$ cat src/rtl/ext_irq_controller.sv
// rtl/ext_irq_controller.sv - latches edge pulses into pending bits and arbitrates one masked request at a time
module ext_irq_controller #(
  parameter int NUM_LINES = 4,
  parameter int ID_W      = 2
) (
  input  logic                 clk,
  input  logic                 rst_n,
  input  logic [NUM_LINES-1:0] edge_pulse,
  input  logic                 mask_wr,
  input  logic [NUM_LINES-1:0] mask_din,
  input  logic                 ovf_clr,
  input  logic                 irq_ack,
  input  logic                 irq_done,
  output logic                 irq,
  output logic [ID_W-1:0]      irq_id,
  output logic [NUM_LINES-1:0] pending,
  output logic [NUM_LINES-1:0] mask,
  output logic [NUM_LINES-1:0] overrun
);

  typedef enum logic [1:0] {IDLE, REQ, SERVICE} state_t;

  state_t               state;
  logic                 ack_fire;
  logic [NUM_LINES-1:0] clr_vec;
  logic [NUM_LINES-1:0] req_vec;
  logic [NUM_LINES-1:0] ovr_set;
  logic [ID_W-1:0]      win_id;

  assign ack_fire = (state == REQ) && irq_ack;
  assign req_vec  = pending & mask;
  // A pulse landing on the ack cycle re-arms the line rather than counting as an overrun.
  assign ovr_set  = edge_pulse & pending & ~clr_vec;

  always_comb begin
    clr_vec = '0;
    for (int i = 0; i < NUM_LINES; i++) begin
      clr_vec[i] = ack_fire && (irq_id == ID_W'(i));
    end
  end

  always_comb begin
    win_id = '0;
    for (int i = NUM_LINES - 1; i >= 0; i--) begin
      if (req_vec[i]) win_id = ID_W'(i);
    end
  end

  always_ff @(posedge clk or negedge rst_n) begin
    if (!rst_n) begin
      pending <= '0;
      overrun <= '0;
      mask    <= '0;
    end else begin
      pending <= (pending & ~clr_vec) | edge_pulse;
      overrun <= (ovf_clr ? '0 : overrun) | ovr_set;
      if (mask_wr) mask <= mask_din;
    end
  end

  always_ff @(posedge clk or negedge rst_n) begin
    if (!rst_n) begin
      state  <= IDLE;
      irq    <= 1'b0;
      irq_id <= '0;
    end else begin
      case (state)
        IDLE: begin
          if (|req_vec) begin
            state  <= REQ;
            irq    <= 1'b1;
            irq_id <= win_id;
          end
        end
        REQ: begin
          if (irq_ack) begin
            state  <= SERVICE;
            irq    <= 1'b0;
            irq_id <= '0;
          end
        end
        SERVICE: begin
          if (irq_done) state <= IDLE;
        end
        default: begin
          state  <= IDLE;
          irq    <= 1'b0;
          irq_id <= '0;
        end
      endcase
    end
  end

endmodule

$ cat config.mk
export PLATFORM = sky130hd
export DESIGN_NAME = ext_irq_controller
export DESIGN_NICKNAME = d
export VERILOG_FILES = /design/src/rtl/ext_irq_controller.sv
export SDC_FILE = /design/constraint.sdc
export NUM_CORES = 1
export LEC_CHECK = 0
export ABC_AREA = 1
export BUFFER_PORTS_ARGS = -buffer_cell sky130_fd_sc_hd__buf_2
export CORE_ASPECT_RATIO = 1.4
export CORE_MARGIN = 10
export CORE_UTILIZATION = 30
export DETAILED_ROUTE_END_ITERATION = 7
export GPL_TIMING_DRIVEN = 1
export PLACE_DENSITY = 0.55
export REMOVE_ABC_BUFFERS = 1
export SLEW_MARGIN = 20
export SYNTH_ARGS = -nofsm -noshare
export SYNTH_HDL_FRONTEND = slang
export SYNTH_SLANG_ARGS = --single-unit
$ cat constraint.sdc
create_clock -name clk -period 1.65 [get_ports clk]
set_input_delay 0.0825 -clock clk [delete_from_list [all_inputs] [get_ports clk]]
set_output_delay 0.0825 -clock clk [all_outputs]
set_load 0.05 [all_outputs]
==> run metrics, run 1 <==
outcome=finished clean; Cell Rows=20; Mapped Avg Cell Area=9.787 sq um; clk root buf=clkbuf_4; vias in the first global route=725; vias per inst=between 4 and 5; Reg clk slew, reported paths=roughly 0.1 ns; main combinational cell family by area after synthesis=simple AND/OR/NAND/NOR gates; Diodes inserted=0; Final Hold Viols=0; Finished Layout Cells=133; number of max-cap violations=0; GP Congestion=~0.73; Req. time, crit path=~1.6 ns; Pins Over Slew Limit=0; distinct cell type count of the synthesized netlist=11; Power per Cell Area=1530 mW/mm^2; wire per inst=~13 um; area of the multi-input gates=approximately 260 sq um; H-tree Lvls=1; Buf+Inv Stages, Crit Path=1; leakage=0.4993 nW; post-synth top area share=59.54%; Post-DP HPWL=1.382 mm; CTS tree=built; Die Y=77.74 um; WP data arrival=1.03 ns; final setup TNS=0 ns; total grt overflow=0; Clock Sinks=17; core box area=approximately 0.0022 sq mm; Routed WL=about 1.7 mm; Rel. slew slack=75.38%; initial DRC count=18; worst skew pair latency=between 0.2 and 0.3 ns; first-pass GRT wire length=3.036 mm; CP endpoint kind=primary output; Ys Warns=0; Clk network pwr share=15.0%; Via Count=629; initial antenna violation count=0; Placed Cells=between 100 and 150; gr usage total=~8.3%; post-route antenna net violation count=0; flops & latches, synth=17; Compound-Gate Fraction of Synth Area=5.779%; hold crit path type=in2reg; pin count of the biggest net entering global routing=18; synthesized cell area=714.4 sq um; Post CTS Setup Buffer Count=0; RSZ-0062 raised after global routing=no; Starting Density=32.08%; # DRC=0; Synth Area in Simple Gates=24.69%; 1st-pass router iterations=4; Async SR Flop Fraction=100.0%; P_sw=0.7005 mW; Yosys top cell by area=dfrtp_1; Comb pwr share=44.5%; minimum clock period=1.114 ns; Die ar.=about 0.0048 sq mm; crit-path leading delay family=flip-flops; fin crit share=67.51%; layout cell share with drive strength beyond 1=between 30% and 40%; Cell Int Power=0.7833 mW; Net Sw Frac=a little under half; storage element area=425.4 sq um; crit-path cells=buf_2; I/O pin cnt=29; XOR/XNOR Fraction of Synth Area=0%; count leader, synth=nand2_1; R2R setup slack=0.59 ns; prevailing post-synth register cell=dfrtp_1; crit path kind=reg2out; Worst Skew=0.002581 ns; Worst Path Max Fanout=5; Worst Setup Start Kind=flip-flop; Post-Synth Adder-Cell Area=0%; post-synthesis sequential area ratio=59.54%; post-synthesis mux area share=6.305%; Final setup viols=0; CP max-delay cell=dfrtp_1; # port buffers=28; maximum vdd drop=0.0005753 V; synthesis-to-layout area growth=35.73%; max incr delay on CP=0.44 ns; Final nets=126; chip width=61.25 um; max frequency=897.8 MHz; EDFF count, synth=0; total CTS buffers=3; Filler cells=232; Synth top cells by count=nand2_1 (20), dfrtp_1 (17), nand3_1 (16); Flop pwr share=40.5%; Slew @ Worst Pin=0.3694 ns; dominant cells by area after synthesis=dfrtp_1 (60%), nand3_1 (11%), nand2_1 (11%); Max clock buf depth=2; Syn Inst Count=73
path summary, 6_finish.rpt:
kind,from,to,cells after the start
min,mask_din[2],mask[2],2
max reg2reg,state[1],pending[2],5
max,irq_id[0],irq_id[0],1
min reg2reg,overrun[3],overrun[3],2
max in group asynchronous,rst_n,pending[1],2
min in group asynchronous,rst_n,state[1],2
power groups by stage:
stage	registers (mW)	logic, mW	clock network, mW
2_1_floorplan	0.864	0.235	0
3_3_place_gp	0.606	0.656	0
3_5_place_dp	0.611	0.659	0
4_1_cts	0.602	0.673	0.231
5_1_grt	0.622	0.725	0.258
6_report	0.601	0.660	0.222
placed cells by master (no fill, tap or decap), types with 3 or more instances in the layout:
| master | instances |
|---|---|
| buf_2 | 28 |
| nand2_1 | 20 |
| dfrtp_1 | 17 |
| nand3_1 | 16 |
| inv_1 | 7 |
| dlygate4sd3_1 | 6 |
| a21o_1 | 4 |
| mux2_2 | 4 |
| clkbuf_4 | 3 |
stage by stage:
stage | util [%] | area, sq um | setup slack (ns) | power [mW] | hold WS [ns]
after global placement | 39.61 | 882.1 | 0.6050 | 1.262 | 0.02858
after floorplan | - | 714.4 | 0.4286 | 1.098 | -0.2131
final | 43.54 | 969.7 | 0.5362 | 1.484 | 0.01338
after CTS | 43.54 | 969.7 | 0.5334 | 1.506 | 0.01067
after detailed placement | 39.61 | 882.1 | 0.5906 | 1.270 | 0.02370
after global routing | 43.54 | 969.7 | 0.4813 | 1.605 | 0.005559
cells by family (layout without fill, tap and decap cells):
group                  count (synthesis)  count (layout)
multiplexers                           4               4
flip-flops                            17              17
buffers and inverters                  7              45
AND/OR/NAND/NOR                       39              39
AO/OA/AOI/OAI                          6               6
final cells by class:
type,count,area share (%)
clock inverter,1,0.5161
inverter,7,2.710
multi-input combinational,49,27.10
tap,22,2.839
timing repair buffer,34,20.65
clock buffer,3,2.323
sequential,17,43.87
layer usage:
metal / GRT usage [%] / share of wire (%) / vias to the layer above / wire length (um)
met1: 8.952 / 43 / 290 / 728
met2: 13.63 / 48 / 20 / 811
met4: 4.817 / 2.4 / 0 / 41
met3: 2.280 / 7.2 / 4 / 122
met5: 0 / 0 / - / 0
li1: - / - / 315 / -
repair_timing:
| action | in CTS | in global routing |
|---|---|---|
| resized for setup | 0 | 0 |
| hold buffers | 6 | 0 |
| hold endpoints to repair | 22 | 0 |
flip-flops by register name (all words and copies together) (netlist names):
name and flops:
irq_id 2, irq 1, pending 4, mask 4
state 2, overrun 4
(Power assumes the default switching activity.)
==> inputs of run 2 (changes only) <==
==> constraint.sdc (replaced) <==
create_clock -name clk -period 1.1 [get_ports clk]
set_input_delay 0.055 -clock clk [delete_from_list [all_inputs] [get_ports clk]]
set_output_delay 0.055 -clock clk [all_outputs]
set_load 0.05 [all_outputs]
==> run metrics, run 2 (same netlist as run 1, synthesis figures left out) <==
Finished Layout Cells=140 (+5.3%); post-route antenna net violation count=0 (unchanged); minimum clock period=1.093 ns; Slew @ Worst Pin=0.3800 ns (+0.01060 ns); Final Hold Viols=0 (unchanged); total CTS buffers=3 (unchanged); Final nets=133 (+5.6%); Starting Density=32.08% (unchanged); Reg clk slew, reported paths=0.10 ns (about the same); vias per inst=4.750 (+0.44%); Setup crit start=state[1]; Filler cells=209 (-9.9%); Placed Cells=125 (+1.6%); Max clock buf depth=2 (unchanged); Final WS setup=0.007339 ns (-0.5288 ns); crit path kind=reg2reg; hold crit path type=in2reg; clk root buf=clkbuf_4; Post-DP HPWL=1.422 mm (+2.9%); GP Congestion=0.7358 (+0.91%); CP endpoint kind=flip-flop; WP data arrival=1.28 ns (+0.25 ns); CTS tree=built; Via Count=665 (+5.7%); final setup TNS=0 ns (unchanged); Worst Hold Margin=0.03307 ns (+0.01969 ns); Cell Rows=20 (unchanged); first-pass GRT wire length=3.111 mm (+2.5%); I/O pin cnt=29 (unchanged); chip width=61.25 um (unchanged); max incr delay on CP=0.42 ns (-0.02 ns); layout cell share with drive strength beyond 1=43.22% (+9.0 points); R2R cell count=5 (unchanged); core box area=0.002227 sq mm (unchanged); Pins Over Slew Limit=0 (unchanged); Die Y=77.74 um (unchanged); # DRC=0 (unchanged); pin count of the biggest net entering global routing=18 (unchanged); synthesis-to-layout area growth=51.66%; Rel. slew slack=74.67% (-0.71 points); Power per Cell Area=2238 mW/mm^2 (+46%); capture point of the worst path=pending[0]; hold wc startpoint=ovf_clr; leakage=0.5435 nW (+8.9%); Worst Setup Start Kind=flip-flop; outcome=finished clean; area of the multi-input gates=299.0 sq um (+14%); RSZ-0062 raised after global routing=yes; commonest cells after routing, fill and taps aside=buf_2 (24), nand2_1 (19), dfrtp_1 (16); Clock Sinks=17 (unchanged); maximum vdd drop=0.001057 V (+84%); initial antenna violation count=0 (unchanged); Worst Skew=0.002738 ns (+0.0001575 ns); Worst Path Max Fanout=4 (-1); CP max-delay cell=dfrtp_1; Final setup viols=0 (unchanged); Die ar.=0.004761 sq mm (unchanged); H-tree Lvls=1 (unchanged); total grt overflow=0 (unchanged); vias in the first global route=696 (-4.0%); max frequency=approximately 920 MHz; worst skew pair latency=0.28 ns (about the same); Req. time, crit path=1.29 ns (-0.28 ns); crit-path cells=inv_2, nand2_2, nor2_4, nand3_2, a21o_1; 1st-pass router iterations=4 (unchanged); Placement Setup Slack=0.02509 ns (-0.5655 ns); initial DRC count=25 (+7); # port buffers=28 (unchanged); number of max-cap violations=0 (unchanged); r2r startpoint=state[1]; Largest regs=mask (4), overrun (4), pending (4); R2R setup slack=0.007 ns (-0.58 ns); Routed WL=1.928 mm (+13%); storage element area=426.7 sq um (+0.29%); most common cell after layout, fill and taps aside=buf_2; gr usage total=8.394% (+0.13 points); Diodes inserted=0 (unchanged); fin crit share=99.33%; wire per inst=13.77 um (+7.6%); R2R Path End=pending[0]
-- run 2: cell types whose count changed in the layout (fill, tap and decap cells not counted), moves of 3 or more --
cell	previous run	this run
clkbuf_4	3	6
nand3_2	0	6
buf_2	28	24
dlygate4sd3_1	6	10
nand3_1	16	10
buf_4	0	3
-- run 2: where the power goes --
group          total, mW  switching (mW)  leakage [nW]  internal [mW]
combinational       1.17           0.799         0.338          0.369
clock              0.336           0.201        0.0177          0.135
sequential         0.921           0.143         0.188          0.778
-- run 2: what timing repair did --
action	4_1_cts	5_1_grt
hold endpoints to repair	26	0
gates resized for setup	0	16
endpoints found under the setup margin	0	15
buffers inserted	0	1
hold buffers	10	0
-- run 2: cell type report --
cell class	instances	area share [%]
timing repair buffer	41	25.52
sequential	17	39.38
inverter	7	2.425
clock buffer	3	2.079
multi-input combinational	49	27.60
clock inverter	1	0.4619
tap	22	2.540
-- run 2: critical path, delay by kind of cell (launching register included) --
kind	cells	cell delay, ns
flops	1	0.42
simple gates	3	0.34
compound gates	1	0.16
buf+inv	1	0.07
-- run 2: metrics by stage --
stage / utilization (%) / power [mW] / instance area (sq um)
after floorplan: - / 1.648 / 714.4
after global placement: 40.28 / 1.924 / 897.1
after global routing: 48.65 / 2.620 / 1084
after detailed placement: 40.28 / 1.940 / 897.1
final: 48.65 / 2.425 / 1084
after CTS: 46.01 / 2.296 / 1025
-- run 2: worst min-delay path by stage --
stage                       to  cells after the start
CTS                 overrun[2]                      4
global placement           irq                      1
floorplan                  irq                      0
detailed placement    state[1]                      1
finish              overrun[2]                      4
global route        overrun[1]                      4
-- run 2: metal layers --
| layer | vias up | wire length (um) | track usage [%] |
|---|---|---|---|
| li1 | 332 | - | - |
| met1 | 311 | 736 | 9.143 |
| met2 | 20 | 1034 | 14.46 |
| met3 | 2 | 147 | 3.257 |
| met4 | 0 | 10 | 2.064 |
| met5 | - | 0 | 0 |
==> inputs of run 3 (changes only) <==
--- a/config.mk
+++ b/config.mk
@@ -7,12 +7,11 @@
 export LEC_CHECK = 0
 export ABC_AREA = 1
 export BUFFER_PORTS_ARGS = -buffer_cell sky130_fd_sc_hd__buf_2
-export CORE_ASPECT_RATIO = 1.4
 export CORE_MARGIN = 10
-export CORE_UTILIZATION = 30
+export CORE_UTILIZATION = 40
 export DETAILED_ROUTE_END_ITERATION = 7
 export GPL_TIMING_DRIVEN = 1
-export PLACE_DENSITY = 0.55
+export PLACE_DENSITY = 0.69
 export REMOVE_ABC_BUFFERS = 1
 export SLEW_MARGIN = 20
 export SYNTH_ARGS = -nofsm -noshare
==> run metrics, run 3 (same netlist as run 1, synthesis figures left out) <==
Req. time, crit path=1.29 ns (about the same); Pins Over Slew Limit=0 (unchanged); CTS tree=built; Largest regs=mask (4), overrun (4), pending (4); R2R cell count=4 (-1); crit-path cells=nor2_1, nand3_2, o21ai_2, nand2_1; leakage=0.5352 nW (-1.5%); Routed WL=1.856 mm (-3.7%); R2R Path End=irq; Worst Hold Margin=0.03840 ns (+0.005331 ns); crit-path leading delay family=flip-flops; Die Y=62.26 um (-20%); layout cell share with drive strength beyond 1=38.46% (-4.8 points); maximum vdd drop=0.001196 V (+13%); Setup crit start=state[0]; total grt overflow=0 (unchanged); Post-DP HPWL=1.346 mm (-5.3%); vias per inst=4.817 (+1.4%); max incr delay on CP=0.43 ns (about the same); total number of cells along the worst setup path=4 (-1); # port buffers=28 (unchanged); # DRC=0 (unchanged); total CTS buffers=3 (unchanged); Final Hold Viols=0 (unchanged); Rel. slew slack=74.36% (-0.31 points); Slew @ Worst Pin=0.3846 ns (+0.004665 ns); Worst Setup Start Kind=flip-flop; 1st-pass router iterations=4 (unchanged); CP endpoint kind=flip-flop; post-route antenna net violation count=0 (unchanged); I/O pin cnt=29 (unchanged); chip width=62.26 um (+1.7%); Buf+Inv Stages, Crit Path=0 (-1); GP Congestion=0.7802 (+6.0%); commonest cells after routing, fill and taps aside=buf_2 (26), nand2_1 (20), dfrtp_1 (17); Starting Density=41.83% (+9.8 points); most common cell after layout, fill and taps aside=buf_2; WP data arrival=1.27 ns (about the same); Final setup viols=0 (unchanged); clk root buf=clkbuf_4; Power per Cell Area=2220 mW/mm^2 (-0.79%); placed cell areas=900.9 sq um (+0.42%); minimum clock period=1.081 ns (-0.01137 ns); number of max-cap violations=0 (unchanged); pin count of the biggest net entering global routing=18 (unchanged); Reg clk slew, reported paths=0.10 ns (about the same); Final nets=132 (-0.75%); Final Cell Area=0.001056 sq mm (-2.5%); Clock Sinks=17 (unchanged); synthesis-to-layout area growth=47.81%; vias in the first global route=750 (+7.8%); final setup TNS=0 ns (unchanged); outcome=finished clean; hold crit path type=in2reg; R2R setup slack=0.02 ns (about the same); Die ar.=0.003876 sq mm (-19%); worst skew pair latency=0.28 ns (about the same); core box area=0.001708 sq mm (-23%); CP max-delay cell=dfrtp_1; capture point of the worst path=irq; initial antenna violation count=0 (unchanged); first-pass GRT wire length=3.194 mm (+2.7%); max frequency=924.8 MHz (+1.1%); gr usage total=9.831% (+1.4 points); fin crit share=98.30% (-1.0 points); Via Count=684 (+2.9%); Diodes inserted=0 (unchanged); Worst Path Max Fanout=4 (unchanged); RSZ-0062 raised after global routing=yes; r2r startpoint=state[0]; Cell Rows=15 (-25%); Worst Skew=0.0008832 ns (-0.001855 ns); wire per inst=13.07 um (-5.1%); H-tree Lvls=1 (unchanged); Max clock buf depth=2 (unchanged); initial DRC count=28 (+12%); crit path kind=reg2reg
==> run 3: cell count changes in the layout (fill, tap and decap cells not counted), sizes merged <==
| cell | change |
|---|---|
| buf | +1 |
| clkbuf | -2 |
==> run 3: worst min-delay path by stage <==
stage | slack [ns] | start | to | cells past startpoint
finish | 0.04 | ovf_clr | overrun[0] | 4
global route | 0.04 | ovf_clr | overrun[0] | 4
CTS | 0.03 | ovf_clr | overrun[0] | 4
detailed placement | -0.002 | rst_n | state[1] | 1
global placement | -0.005 | rst_n | mask[1] | 1
floorplan | -0.24 | rst_n | irq | 0
==> run 3: report_power, final <==
part           switching (mW)  total (mW)  leakage, nW  internal (mW)
registers               0.134       0.908        0.190          0.775
logic                   0.778        1.11        0.328          0.327
clock network           0.196       0.331       0.0177          0.135
==> run 3: stage by stage <==
step | instances | power, mW | setup WS, ns | utilization (%)
2_1_floorplan | 73 | 1.648 | -0.1214 | -
3_3_place_gp | 128 | 1.917 | 0.06466 | 52.75
3_5_place_dp | 128 | 1.936 | 0.04919 | 52.75
4_1_cts | 142 | 2.295 | 0.02286 | 60.37
5_1_grt | 142 | 2.514 | -0.06127 | 61.83
6_report | 142 | 2.345 | 0.01871 | 61.83
==> run 3: worst reg2reg max path: cells and delay by family (launching register included) <==
kind | cells | cell delay [ns]
simple gates | 3 | 0.41
compound gates | 1 | 0.15
flops | 1 | 0.43
==> run 3: routing by layer <==
metal | part of all wire [%] | vias to the layer above | global-route usage, %
li1 | - | 335 | -
met1 | 39 | 320 | 10.65
met2 | 51 | 27 | 16.67
met3 | 9.1 | 2 | 4.122
met4 | 0.65 | 0 | 3.631
met5 | 0 | - | 0
==> run 3: layout make-up <==
| type | instances | area, sq um |
|---|---|---|
| clock buffer | 3 | 22.52 |
| clock inverter | 1 | 5.005 |
| fill | 151 | 651.9 |
| inverter | 7 | 26.28 |
| multi-input combinational | 49 | 281.5 |
| sequential | 17 | 425.4 |
| tap | 25 | 31.28 |
| timing repair buffer | 40 | 264.0 |
==> run 3: timing repair <==
action                                 CTS  global route
resized for setup                        1             7
endpoints found under the hold margin   27             0
hold buffers                            10             0
setup buffers                            0             0
setup endpoints to repair                1            11
